### src/rtl/sort_stream4.sv
// Streaming odd-even transposition sorter: loads DEPTH words, sorts them in DEPTH passes, then emits them serially.
// Optional macro SORT_STREAM_DESCEND_EN flips the order to largest-first.
module sort_stream4 #(
    parameter int unsigned WIDTH = 8,
    parameter int unsigned DEPTH = 4
) (
    input  logic             clk,
    input  logic             rst_n,
    input  logic [WIDTH-1:0] in_data,
    input  logic             in_valid,
    output logic             in_ready,
    output logic [WIDTH-1:0] out_data,
    output logic             out_valid,
    input  logic             out_ready,
    output logic             out_last,
    output logic             busy
);

    localparam int unsigned IDX_W = (DEPTH > 2) ? $clog2(DEPTH) : 1;
    localparam logic [IDX_W-1:0] LAST_IDX = IDX_W'(DEPTH - 1);

    typedef enum logic [1:0] {
        ST_LOAD = 2'd0,
        ST_SORT = 2'd1,
        ST_OUT  = 2'd2
    } state_t;

    state_t state;
    state_t state_next;

    logic [WIDTH-1:0] mem      [DEPTH];
    logic [WIDTH-1:0] mem_pass [DEPTH];
    logic [IDX_W-1:0] idx;
    logic [IDX_W-1:0] idx_d;
    logic [IDX_W-1:0] idx_inc;
    logic [IDX_W-1:0] pcnt;
    logic [IDX_W-1:0] pcnt_d;
    logic             in_ready_d;
    logic             out_valid_d;
    logic             out_last_d;
    logic [WIDTH-1:0] out_data_d;
    logic             busy_d;
    logic             mem_we;
    logic             sort_we;
    logic             in_hs;
    logic             out_hs;

    assign in_hs   = in_valid && in_ready;
    assign out_hs  = out_valid && out_ready;
    assign idx_inc = idx + IDX_W'(1);

    // Ordering predicate: true when the pair must be exchanged.
    function automatic logic swap_needed(input logic [WIDTH-1:0] lo, input logic [WIDTH-1:0] hi);
`ifdef SORT_STREAM_DESCEND_EN
        return lo < hi;
`else
        return lo > hi;
`endif
    endfunction

    // State register.
    always_ff @(posedge clk or negedge rst_n) begin
        if (!rst_n) begin
            state <= ST_LOAD;
        end else begin
            state <= state_next;
        end
    end

    // Next-state logic.
    always_comb begin
        state_next = state;
        case (state)
            ST_LOAD: if (in_hs && (idx == LAST_IDX)) state_next = ST_SORT;
            ST_SORT: if (pcnt == LAST_IDX) state_next = ST_OUT;
            ST_OUT:  if (out_hs && out_last) state_next = ST_LOAD;
            default: state_next = ST_LOAD;
        endcase
    end

    // One transposition pass; even passes pair (0,1),(2,3).., odd passes pair (1,2),(3,4)..
    always_comb begin
        mem_pass = mem;
        for (int i = 0; i < int'(DEPTH) - 1; i++) begin
            if ((i % 2) == int'(pcnt[0])) begin
                if (swap_needed(mem[i], mem[i+1])) begin
                    mem_pass[i]   = mem[i+1];
                    mem_pass[i+1] = mem[i];
                end
            end
        end
    end

    // Output and datapath next-values; every output is registered below.
    always_comb begin
        idx_d       = idx;
        pcnt_d      = pcnt;
        out_valid_d = out_valid;
        out_last_d  = out_last;
        out_data_d  = out_data;
        mem_we      = 1'b0;
        sort_we     = 1'b0;
        in_ready_d  = (state_next == ST_LOAD);
        busy_d      = (state_next != ST_LOAD);
        case (state)
            ST_LOAD: begin
                if (in_hs) begin
                    mem_we = 1'b1;
                    pcnt_d = '0;
                    idx_d  = (idx == LAST_IDX) ? '0 : idx_inc;
                end
            end
            ST_SORT: begin
                sort_we = 1'b1;
                pcnt_d  = pcnt + IDX_W'(1);
                if (pcnt == LAST_IDX) begin
                    pcnt_d = '0;
                    idx_d  = '0;
                end
            end
            ST_OUT: begin
                if (!out_valid) begin
                    out_valid_d = 1'b1;
                    out_data_d  = mem[idx];
                    out_last_d  = (idx == LAST_IDX);
                end else if (out_ready) begin
                    if (out_last) begin
                        out_valid_d = 1'b0;
                        out_last_d  = 1'b0;
                        idx_d       = '0;
                    end else begin
                        idx_d      = idx_inc;
                        out_data_d = mem[idx_inc];
                        out_last_d = (idx_inc == LAST_IDX);
                    end
                end
            end
            default: begin
                idx_d  = '0;
                pcnt_d = '0;
            end
        endcase
    end

    // Control and output registers.
    always_ff @(posedge clk or negedge rst_n) begin
        if (!rst_n) begin
            idx       <= '0;
            pcnt      <= '0;
            in_ready  <= 1'b1;
            out_valid <= 1'b0;
            out_last  <= 1'b0;
            out_data  <= '0;
            busy      <= 1'b0;
        end else begin
            idx       <= idx_d;
            pcnt      <= pcnt_d;
            in_ready  <= in_ready_d;
            out_valid <= out_valid_d;
            out_last  <= out_last_d;
            out_data  <= out_data_d;
            busy      <= busy_d;
        end
    end

    // Word storage; contents are don't-care after reset.
    always_ff @(posedge clk) begin
        if (mem_we) begin
            mem[idx] <= in_data;
        end else if (sort_we) begin
            mem <= mem_pass;
        end
    end

endmodule

### config.mk
export PLATFORM = sky130hd
export DESIGN_NAME = sort_stream4
export DESIGN_NICKNAME = d
export VERILOG_FILES = /design/src/rtl/sort_stream4.sv
export SDC_FILE = /design/constraint.sdc
export NUM_CORES = 1
export LEC_CHECK = 0
export CORE_MARGIN = 2
export CORE_UTILIZATION = 44
export DETAILED_ROUTE_END_ITERATION = 10
export PLACE_DENSITY = 0.58
export SLEW_MARGIN = 10
export SYNTH_ARGS = -nofsm -noshare
export SYNTH_HDL_FRONTEND = slang
export SYNTH_SLANG_ARGS = --single-unit
### constraint.sdc
create_clock -name clk -period 7 [get_ports clk]
set_clock_uncertainty 0.2 [all_clocks]
set_input_delay 0.7 -clock clk [delete_from_list [all_inputs] [get_ports clk]]
set_output_delay 0.7 -clock clk [all_outputs]
set_load 0.05 [all_outputs]
==> impl_summary.log, run 1 <==
INFO  metric dieArea = 8770 sq um
INFO  metric pin_count_of_the_biggest_net_entering_global_routing = 23
INFO  metric initial_utilization = 0.455
INFO  metric yosys_reg_bits = 50
INFO  metric groute.usage.overall = 0.221
INFO  metric clock_power_share = 0.082
INFO  metric drt_wl_total = 9190 um
INFO  metric p_seq_frac = 0.352
INFO  metric area_delta_synth_final = 9.56%
INFO  metric clkSlewWorstSetupHoldPaths = 0.09 ns
INFO  metric grtUsageMet3 = 0.0338
INFO  metric io_pins = 24
INFO  metric vias = 2776
INFO  metric worst_slew_pin_slew = 0.980 ns
INFO  metric grt_antenna_before_repair = 0
INFO  metric max_cap_viols = 0
INFO  metric clock-sinks = 50
INFO  metric antennaDiodeCount = 0
INFO  metric worst_slew_margin_rel = 0.347
INFO  metric post_cts_setup_inserts = 0
INFO  metric floorplan.core_area = 7770 sq um
INFO  metric setup.worst_path.start_class = flip-flop
INFO  metric grt-busiest-layer = met2
INFO  metric dp_hpwl = 7020 um
INFO  metric synthesis.nets = 383
INFO  metric detailedRoute.firstPassIterationCount = 4
INFO  metric power.leakage = 1.54 nW
INFO  metric drc = 0
INFO  metric postRouteAntennaNets = 0
INFO  metric row_count = 32
INFO  metric clock_root_buffer_master = clkbuf_8
INFO  metric post_cts.resized_instances = 0
INFO  metric post_route_cells_drive_above_1_share = 0.0761
INFO  metric mappedNetlistArea = 3530 sq um
INFO  metric cts-hold-fix-buffers = 0
INFO  metric required = 6.84 ns
INFO  metric finish.utilization = 0.499
INFO  metric final-max-slew-violation-count = 0
INFO  metric rsz0062_at_grt = false
INFO  metric cp_max_fo = 17
INFO  metric power.ir.vdd_worst = 0.200 mV
INFO  metric route.detailed.vias_per_inst = 6.07
INFO  metric grt-ovfl-total = 0
INFO  metric synthesis.instances = 342
INFO  metric timing.final.setup_violations = 0
INFO  metric outcome = finished, final reports clean
INFO  metric switching_share = 0.473
INFO  metric gr-usage-met1 = 0.304
INFO  metric grt.met2_usage = 0.369
INFO  metric yosysSeqAreaShare = 0.400
INFO  metric portBuffers = 23
INFO  metric tritoncts_clock_tree = yes
INFO  metric finalSetupTns = 0 ns
INFO  metric yosysWarnings = 0
INFO  metric final.min_clock_period = 2.94 ns
INFO  metric pwr_density_cell = 555 nW/um^2
INFO  metric num-nets-final = 395
INFO  metric n_fill_cell = 745
INFO  metric postSynthAreaPerCell = 10.3 sq um
INFO  metric power_report.internal_total = 1.13 mW
INFO  metric cp-end-kind = flip-flop
INFO  metric place_area = 3780 sq um
INFO  metric timing.hold.worst.class = flip-flop to flip-flop
INFO  metric ys_dominant_reg_cell = edfxtp_1
INFO  metric grt_first_pass_wirelength = 14500 um
INFO  metric power.share.combinational = 0.566
INFO  metric mean_routed_wirelength_per_cell = 20.1 um
INFO  metric clk_latency = 0.30 ns
INFO  metric power.total = 2.15 mW
INFO  metric fp.dieH = 93.6 um
INFO  metric layout_worst_path_cycle_share = 0.420
INFO  metric synth-edff-count = 32
INFO  metric clock_buffer_count_from_cts = 5
INFO  metric criticalPathCategory = flip-flop to flip-flop
INFO  metric p_switching = 1.02 mW
INFO  metric worstPathArrival = 2.78 ns
INFO  metric ys_async_sr_fraction = 0.360
INFO  metric post_synthesis_cell_type_count = 45
INFO  metric routabilityCongestion = 0.856
INFO  metric report.final.hold_viol_count = 0
INFO  metric number_of_global_route_vias_before_repair = 2588
INFO  metric clock_tree.buffer_depth = 2
INFO  metric max_freq = 340 MHz
INFO  metric chipWidth = 93.6 um
INFO  metric worst_hold_slack = 0.353 ns
INFO  metric finish.instance_area = 3870 sq um
INFO  metric ctsHtreeMaxLevel = 2
INFO  metric drt-initial-drc-count = 357
-- cells by family after synthesis --
kind of cell | Yosys count | share of synthesized area
multiplexers | 32 | 0.147
adder cells (fa/ha/maj) | 29 | 0.103
buffers and inverters | 50 | 0.0662
AO/OA/AOI/OAI | 85 | 0.156
AND/OR/NAND/NOR | 96 | 0.128
flip-flops | 50 | 0.400
-- final timing paths --
| path | start | endpoint | slack (ns) | cells past startpoint |
|---|---|---|---|---|
| setup / recovery | mem[15] | mem[14] | 4.06 | 8 |
| hold / removal | out_data[3] | out_data[3] | 0.35 | 2 |
| hold reg to reg | out_data[3] | out_data[3] | 0.35 | 2 |
| min in group asynchronous | rst_n | out_data[6] | 0.65 | 1 |
| setup reg to reg | mem[15] | mem[14] | 4.06 | 8 |
| max in group asynchronous | rst_n | idx[0] | 5.46 | 1 |
-- power groups by stage --
| stage | sequential [mW] | combinational (mW) | clock, mW |
|---|---|---|---|
| after detailed placement | 0.761 | 1.20 | 0 |
| after global routing | 0.776 | 1.35 | 0.192 |
| final | 0.758 | 1.22 | 0.176 |
| after floorplan | 0.725 | 0.921 | 0 |
| after global placement | 0.759 | 1.18 | 0 |
| after CTS | 0.752 | 1.21 | 0.182 |
-- worst max-delay path, cell delays in order, from the launching register on --
cell	delay [ns]
edfxtp_1	0.52
inv_1	0.13
ha_1	0.34
and4_1	0.23
nand2_1	0.07
and3_1	0.15
a41o_1	0.59
mux2i_1	0.29
o221ai_1	0.14
-- layout make-up --
type	count	area [sq um]	share of cell area
multi-input combinational	242	1890	0.488
timing repair buffer	24	238	0.0614
sequential	50	1410	0.365
clock buffer	8	90.1	0.0233
tap	102	128	0.0330
inverter	31	116	0.0300
-- cell usage after synthesis, types with 2 or more instances --
cell       n  area share
nor2b_1    2      0.0035
and4_1     2      0.0050
nor3_1     2      0.0028
nand3_1   10       0.014
clkbuf_1   3      0.0032
buf_4      2      0.0042
inv_1     30       0.032
a21o_1     4      0.0085
nand4_1    3      0.0053
buf_6      2      0.0064
a31oi_1    9       0.016
mux2i_1   16       0.045
a32oi_1    8       0.020
nand3b_1   2      0.0042
dfrtp_1   17        0.12
nand2b_1   5      0.0088
o21ai_0   20       0.028
mux4_2    16        0.10
nand2_1   46       0.049
a21oi_1   12       0.017
or2_2      2      0.0035
o21ai_1    8       0.011
edfxtp_1  32        0.27
nor2_1    14       0.015
o31ai_1    9       0.019
ha_1      29        0.10
buf_2     10       0.014
o221ai_1   8       0.020
and2_1     3      0.0053
-- layout by cell type (no fill, tap or decap), drive strengths merged, types with 2 or more instances in the layout --
cell type	n
nand2	46
edfxtp	32
inv	30
ha	29
o21ai	28
clkdlybuf4s50	23
dfrtp	17
mux2i	16
mux4	16
nor2	14
a21oi	12
nand3	10
a31oi	9
o31ai	9
a32oi	8
o221ai	8
clkbuf	8
nand2b	6
a21o	4
and2	3
nand4	3
or2	3
nand3b	2
nor2b	2
nor3	2
and4	2
-- stage by stage --
stage / instances / setup WS (ns)
after floorplan: 342 / 4.62
after global placement: 449 / 4.07
after detailed placement: 449 / 4.01
after CTS: 457 / 4.01
after global routing: 457 / 3.91
final: 457 / 4.06
-- flip-flops by register name, summed over array words and instances, names as in the netlist --
signal / count
busy: 1
idx: 2
in_ready: 1
mem: 32
out_data: 8
out_last: 1
out_valid: 1
pcnt: 2
state: 2
-- routing by layer --
layer	wire, um	share of wire
met1	4090	0.45
met2	4280	0.47
met3	648	0.071
met4	167	0.018
met5	0	0
Power figures use the tool's default switching activity.
==> run 2, diff against run 1 <==
Settings changed: PLACE_DENSITY 0.58 to 0.61.
Clock period 7 ns to 2.5 ns, I/O delays scaled along.
==> run 2 against run 1 <==
Net effect:
- critical path depth increased by 1
- first-iteration DRC count decreased by 23%
- hold slack got worse by 0.18 ns
- sequential power increased by 140%
- register-to-register slack got worse by 4.1 ns
- combinational power increased to 4.0 times the previous value
- the run now ends with negative setup slack left
- cell area increased by 15%
- via count increased by 8.5%
- power increased to 3.4 times the previous value
- largest cell class unchanged
- flip-flop and latch count unchanged
- final cell count increased by 11%
==> impl_summary.log, run 2 (synthesized netlist as in run 1, its figures left out) <==
INFO  metric chipWidth = 93.6 um (unchanged)
INFO  metric fp.dieH = 93.6 um (unchanged)
INFO  metric mean_routed_wirelength_per_cell = 19.8 um (-1.3%)
INFO  metric clock_power_share = 0.076 (-0.006)
INFO  metric dieArea = 8770 sq um (unchanged)
INFO  metric required = 2.36 ns (-4.48 ns)
INFO  metric top_regs = mem (32), out_data (8)
INFO  metric cts-hold-fix-buffers = 0 (unchanged)
INFO  metric rsz0062_at_grt = true
INFO  metric power.share.combinational = 0.673 (+0.107)
INFO  metric finish.utilization = 0.575 (+0.0764)
INFO  metric grt_antenna_before_repair = 0 (unchanged)
INFO  metric top_register = mem
INFO  metric number_of_flip_flops_under_the_largest_register_name = 32 (unchanged)
INFO  metric postRouteAntennaNets = 0 (unchanged)
INFO  metric drt-initial-drc-count = 276 (-23%)
INFO  metric worst_slew_pin_slew = 0.779 ns (-0.201 ns)
INFO  metric most-common-layout-cells = 45 x nand2_1, 42 x buf_4, 32 x edfxtp_1
INFO  metric timing.final.setup_violations = 8 (+8)
INFO  metric ctsHtreeMaxLevel = 2 (unchanged)
INFO  metric power_report.internal_total = 4.02 mW (+260%)
INFO  metric initial_utilization = 0.455 (unchanged)
INFO  metric tritoncts_clock_tree = yes
INFO  metric clock_buffer_count_from_cts = 5 (unchanged)
INFO  metric power.total = 7.29 mW (+240%)
INFO  metric grt.met2_usage = 0.390 (+0.0216)
INFO  metric drt_wl_total = 10100 um (+9.7%)
INFO  metric gr-usage-met1 = 0.320 (+0.0157)
INFO  metric clkSlewWorstSetupHoldPaths = 0.10 ns (about the same)
INFO  metric grt_first_pass_wirelength = 15500 um (+6.6%)
INFO  metric layout_worst_path_cycle_share = 1.01 (+0.588)
INFO  metric grtUsageMet3 = 0.0346 (+0.000806)
INFO  metric row_count = 32 (unchanged)
INFO  metric outcome = finished, violations left
INFO  metric timing.hold.worst.class = primary input to async pin
INFO  metric post-route-worst-setup-slack = -0.0210 ns (-4.08 ns)
INFO  metric p_switching = 3.27 mW (+220%)
INFO  metric area_delta_synth_final = 26.3%
INFO  metric clock_root_buffer_master = clkbuf_8
INFO  metric report.final.hold_viol_count = 0 (unchanged)
INFO  metric vias = 3011 (+8.5%)
INFO  metric r2r_setup_slack = -0.02 ns (-4.08 ns)
INFO  metric portBuffers = 23 (unchanged)
INFO  metric number_of_global_route_vias_before_repair = 2863 (+11%)
INFO  metric n_fill_cell = 689 (-7.5%)
INFO  metric worstPathArrival = 2.38 ns (-0.40 ns)
INFO  metric post_route_cells_drive_above_1_share = 0.241 (+0.165)
INFO  metric r2r.worst_path.cells = 9 (+1)
INFO  metric routabilityCongestion = 0.902 (+5.4%)
INFO  metric area.sequential = 1410 sq um (unchanged)
INFO  metric antennaDiodeCount = 0 (unchanged)
INFO  metric criticalPathCategory = flip-flop to flip-flop
INFO  metric critical_path.reg2reg.endpoint = mem[15]
INFO  metric p_seq_frac = 0.251 (-0.101)
INFO  metric clk_latency = 0.32 ns (+0.02 ns)
INFO  metric worst_slew_margin_rel = 0.479 (+0.133)
INFO  metric cp-end-kind = flip-flop
INFO  metric num-nets-final = 446 (+13%)
INFO  metric max_freq = 397 MHz (+17%)
INFO  metric pin_count_of_the_biggest_net_entering_global_routing = 20 (-13%)
INFO  metric layout_commonest_cell = nand2_1
INFO  metric area_used_by_multi_input_combinational_logic = 2010 sq um (+6.3%)
INFO  metric power.leakage = 1.84 nW (+20%)
INFO  metric violated_checks = negative setup slack
INFO  metric dp_hpwl = 7110 um (+1.3%)
INFO  metric clock-sinks = 50 (unchanged)
INFO  metric drc = 0 (unchanged)
INFO  metric switching_share = 0.448 (-0.0247)
INFO  metric cp_max_fo = 8 (-9)
INFO  metric pwr_density_cell = 1630 nW/um^2 (+190%)
INFO  metric grt-busiest-layer = met2
INFO  metric floorplan.core_area = 7770 sq um (unchanged)
INFO  metric max_cap_viols = 0 (unchanged)
INFO  metric final.min_clock_period = 2.52 ns (-0.422 ns)
INFO  metric groute.usage.overall = 0.234 (+0.0131)
INFO  metric clock_tree.buffer_depth = 2 (unchanged)
INFO  metric route.detailed.vias_per_inst = 5.93 (-2.4%)
INFO  metric io_pins = 24 (unchanged)
INFO  metric power.ir.vdd_worst = 0.732 mV (+270%)
INFO  metric setup.worst_path.start_class = flip-flop
INFO  metric detailedRoute.firstPassIterationCount = 5 (+1)
INFO  metric grt-ovfl-total = 0 (unchanged)
INFO  metric reg2reg_from = mem[22]
INFO  metric final-max-slew-violation-count = 0 (unchanged)
## run 2: metrics by stage
| step | hold WS [ns] | worst slack, ns | TNS, ns | instances | area, sq um |
|---|---|---|---|---|---|
| 2_1_floorplan | -0.246 | 0.123 | 0 | 342 | 3530 |
| 6_report | 0.176 | -0.0210 | -0.111 | 508 | 4470 |
| 3_5_place_dp | 0.329 | 0.0568 | 0 | 484 | 4070 |
| 3_3_place_gp | 0.322 | 0.0637 | 0 | 484 | 4070 |
| 5_1_grt | 0.250 | -0.129 | -2.11 | 508 | 4470 |
| 4_1_cts | 0.218 | 0.0526 | 0 | 492 | 4180 |
## run 2: how the worst max path moves through the flow
stage                  from       to  slack (ns)
detailed placement  mem[20]  mem[17]        0.06
global placement    mem[20]  mem[20]        0.06
global route        mem[22]  mem[22]       -0.13
floorplan           mem[15]   mem[0]        0.12
CTS                 mem[21]  mem[17]        0.05
finish              mem[22]  mem[15]       -0.02
## run 2: layout make-up
type / count / share of cell area
tap: 102 / 0.0286
sequential: 50 / 0.316
multi-input combinational: 242 / 0.449
inverter: 31 / 0.0261
timing repair buffer: 75 / 0.156
clock inverter: 1 / 0.00168
clock buffer: 7 / 0.0219
## run 2: layer usage
layer	wire, um	part of all wire
met2	4920	0.49
met3	809	0.080
met4	213	0.021
met5	0	0
met1	4140	0.41
## run 2: critical path, stage by stage, from the launching register on
cell and delay [ns]:
edfxtp_1 0.48, buf_6 0.17, ha_4 0.26, and4_4 0.23, nand2_4 0.05, and3_4 0.16, a41o_4 0.27, clkbuf_16 0.18
mux2i_1 0.16, o221ai_1 0.12
## run 2: power groups by stage
stage	Combinational, mW	Sequential (mW)	Clock, mW
finish	4.90	1.83	0.557
global route	5.33	1.88	0.596
CTS	4.26	1.82	0.569
detailed placement	4.24	1.84	0
global placement	4.17	1.82	0
floorplan	2.58	2.03	0
## run 2: what timing repair did
action | 4_1_cts | 5_1_grt
resized for setup | 0 | 27
setup buffers | 0 | 13
endpoints found under the setup margin | 0 | 32
==> patch (flow settings as in run 2) <==
Change the parameter `WIDTH` from 8 to 6.
--- a/src/rtl/sort_stream4.sv
+++ b/src/rtl/sort_stream4.sv
@@ -3,3 +3,3 @@
 module sort_stream4 #(
-    parameter int unsigned WIDTH = 8,
+    parameter int unsigned WIDTH = 6,
     parameter int unsigned DEPTH = 4
Interface: changed (resized in_data and out_data); port bits go from 24 to 20. No check against the original RTL was run, so the function may have changed too.
==> patch against run 2 <==
Clock power is 3% lower. Critical endpoint is now mem[21]$_DFFE_PP_. Final cell count down 26%. Power is 26% lower. Sequential power is 17% lower. Wire length decreased by 32%. Synthesized area fell by 20%. Sequential cell count decreased by 10. Worst setup slack better by 110 ps. Design area shrank 25%.
==> patch: results (changes against run 2) <==
GRT
  – Met2 Usage GRT: 0.322 (-0.0685)
  – Tot GR Track Use: 0.204 (-0.0304)
  – Pin count of the biggest net entering global routing: 17 (-15%)
  – Met3 Resource Use GR: 0.0305 (-0.00417)
  – Vias in the first global route: 2152 (-25%)

Critical path
  – Worst setup path endpoint: mem[21]$_DFFE_PP_
  – Arrival time at the worst endpoint: 2220 ps (-160 ps)
  – Crit path from: mem[21]$_DFFE_PP_
  – R2r setup slk: 90 ps (+110 ps)
  – Worst reg2reg startpoint: mem[21]$_DFFE_PP_
  – Reg2reg path depth: 7 (-2)

Logic synthesis
  – Mux cell area share after synthesis: 0.138 (-0.00908)
  – Post-synth EDFFs: 24 (-25%)
  – Sequential-to-total area share from yosys stat: 0.397 (-0.00239)
  – Compound-Gate Fraction of Synth Area: 0.180 (+0.0241)
  – Share of flip-flops with an asynchronous set or reset: 0.400 (+0.0400)
  – Adder-cell share of the synthesized area: 0.102 (-0.000795)
  – Top cell types by occurrence after synthesis: edfxtp_1 (24), ha_1 (23), inv_1 (23), nand2_1 (21), dfrtp_1 (15)
  – Synthesized net count: 291 (-24%)
  – Largest cells by area after synthesis: edfxtp_1 (26%), dfrtp_1 (13%), ha_1 (10%)
  – Yosys cell types: 48 (+6.7%)

STA
  – Worst-Margin Slew: 728 ps (-50.2 ps)
  – Setup Viol. Count Final: 0 (-8)

Place
  – Post-DP HPWL: 5380 um (-24%)
  – Routability cong.: 0.873 (-3.2%)
  – PortBufs: 19 (-17%)

Routing
  – Drt pass-1 iters: 4 (-1)
  – Initial DRC count: 177 (-36%)
  – Routed length per instance: 18.3 um (-7.9%)
  – Vias per inst: 5.80 (-2.1%)

Power
  – Leakage: 1.45 nW (-21%)
  – Clock Power Share: 0.101 (+0.025)
  – Gate power share: 0.617 (-0.056)
  – Cell internal pwr: 3.03 mW (-25%)
  – VDD IR max: 0.703 mV (-3.9%)
  – Net Sw Frac: 0.435 (-0.0135)

Finish
  – Final #Nets: 331 (-26%)
  – Layout cell share with drive strength beyond 1: 0.191 (-0.0507)
  – Top flop regs: mem (24), out_data (6)

Status
  – Status: completed

Clock tree
  – Clk_lat worst skew: 290 ps (-30 ps)
[patch: worst min path at each step]
stage	end	slack, ps	cells after the start
5_1_grt	out_data[4]$_DFFE_PN0P_	240	1
4_1_cts	out_data[0]$_DFFE_PN0P_	210	1
3_5_place_dp	pcnt[1]$_DFFE_PN0P_	300	1
2_1_floorplan	busy$_DFF_PN0_	-250	0
3_3_place_gp	pcnt[1]$_DFFE_PN0P_	290	1
6_report	out_data[3]$_DFFE_PN0P_	180	1
[patch: cell families (layout without fill, tap and decap cells)]
logic type / after synthesis / in the layout
buffers and inverters: 38 / 79
adder cells (fa/ha/maj): 23 / 23
AO/OA/AOI/OAI: 72 / 72
multiplexers: 24 / 24
AND/OR/NAND/NOR: 61 / 61
flip-flops: 40 / 40
[patch: layout make-up]
cell class / count / area [sq um]
fillers: 567 / 2910
multi-input cells: 180 / 1540
flip-flops and latches: 40 / 1120
repair buffers: 47 / 413
well taps: 77 / 96.3
inverters: 24 / 90.1
clock buffers: 5 / 68.8
clock inverters: 3 / 42.5
[patch: through the flow]
step | cells | instance area, sq um | util | hold slack (ps) | setup slack, ps
floorplan | 258 | 2830 | - | -246 | 86.2
global placement | 366 | 3240 | 0.516 | 292 | 159
detailed placement | 366 | 3240 | 0.516 | 300 | 122
CTS | 374 | 3350 | 0.534 | 212 | 105
global route | 376 | 3370 | 0.537 | 236 | 19.4
finish | 376 | 3370 | 0.537 | 181 | 86.3
[patch: per-layer routing]
metal  routed length (um)  part of all wire
met1                 3240              0.47
met2                 3140              0.46
met3                  335             0.049
met4                  163             0.024
met5                    0                 0
[patch: worst max-delay path, stage by stage (launching register included)]
cell and delay [ps]:
edfxtp_1 450, ha_1 340, nand4_1 120, o21bai_1 180
a311o_1 390, buf_12 160, o21bai_1 120, buf_4 170
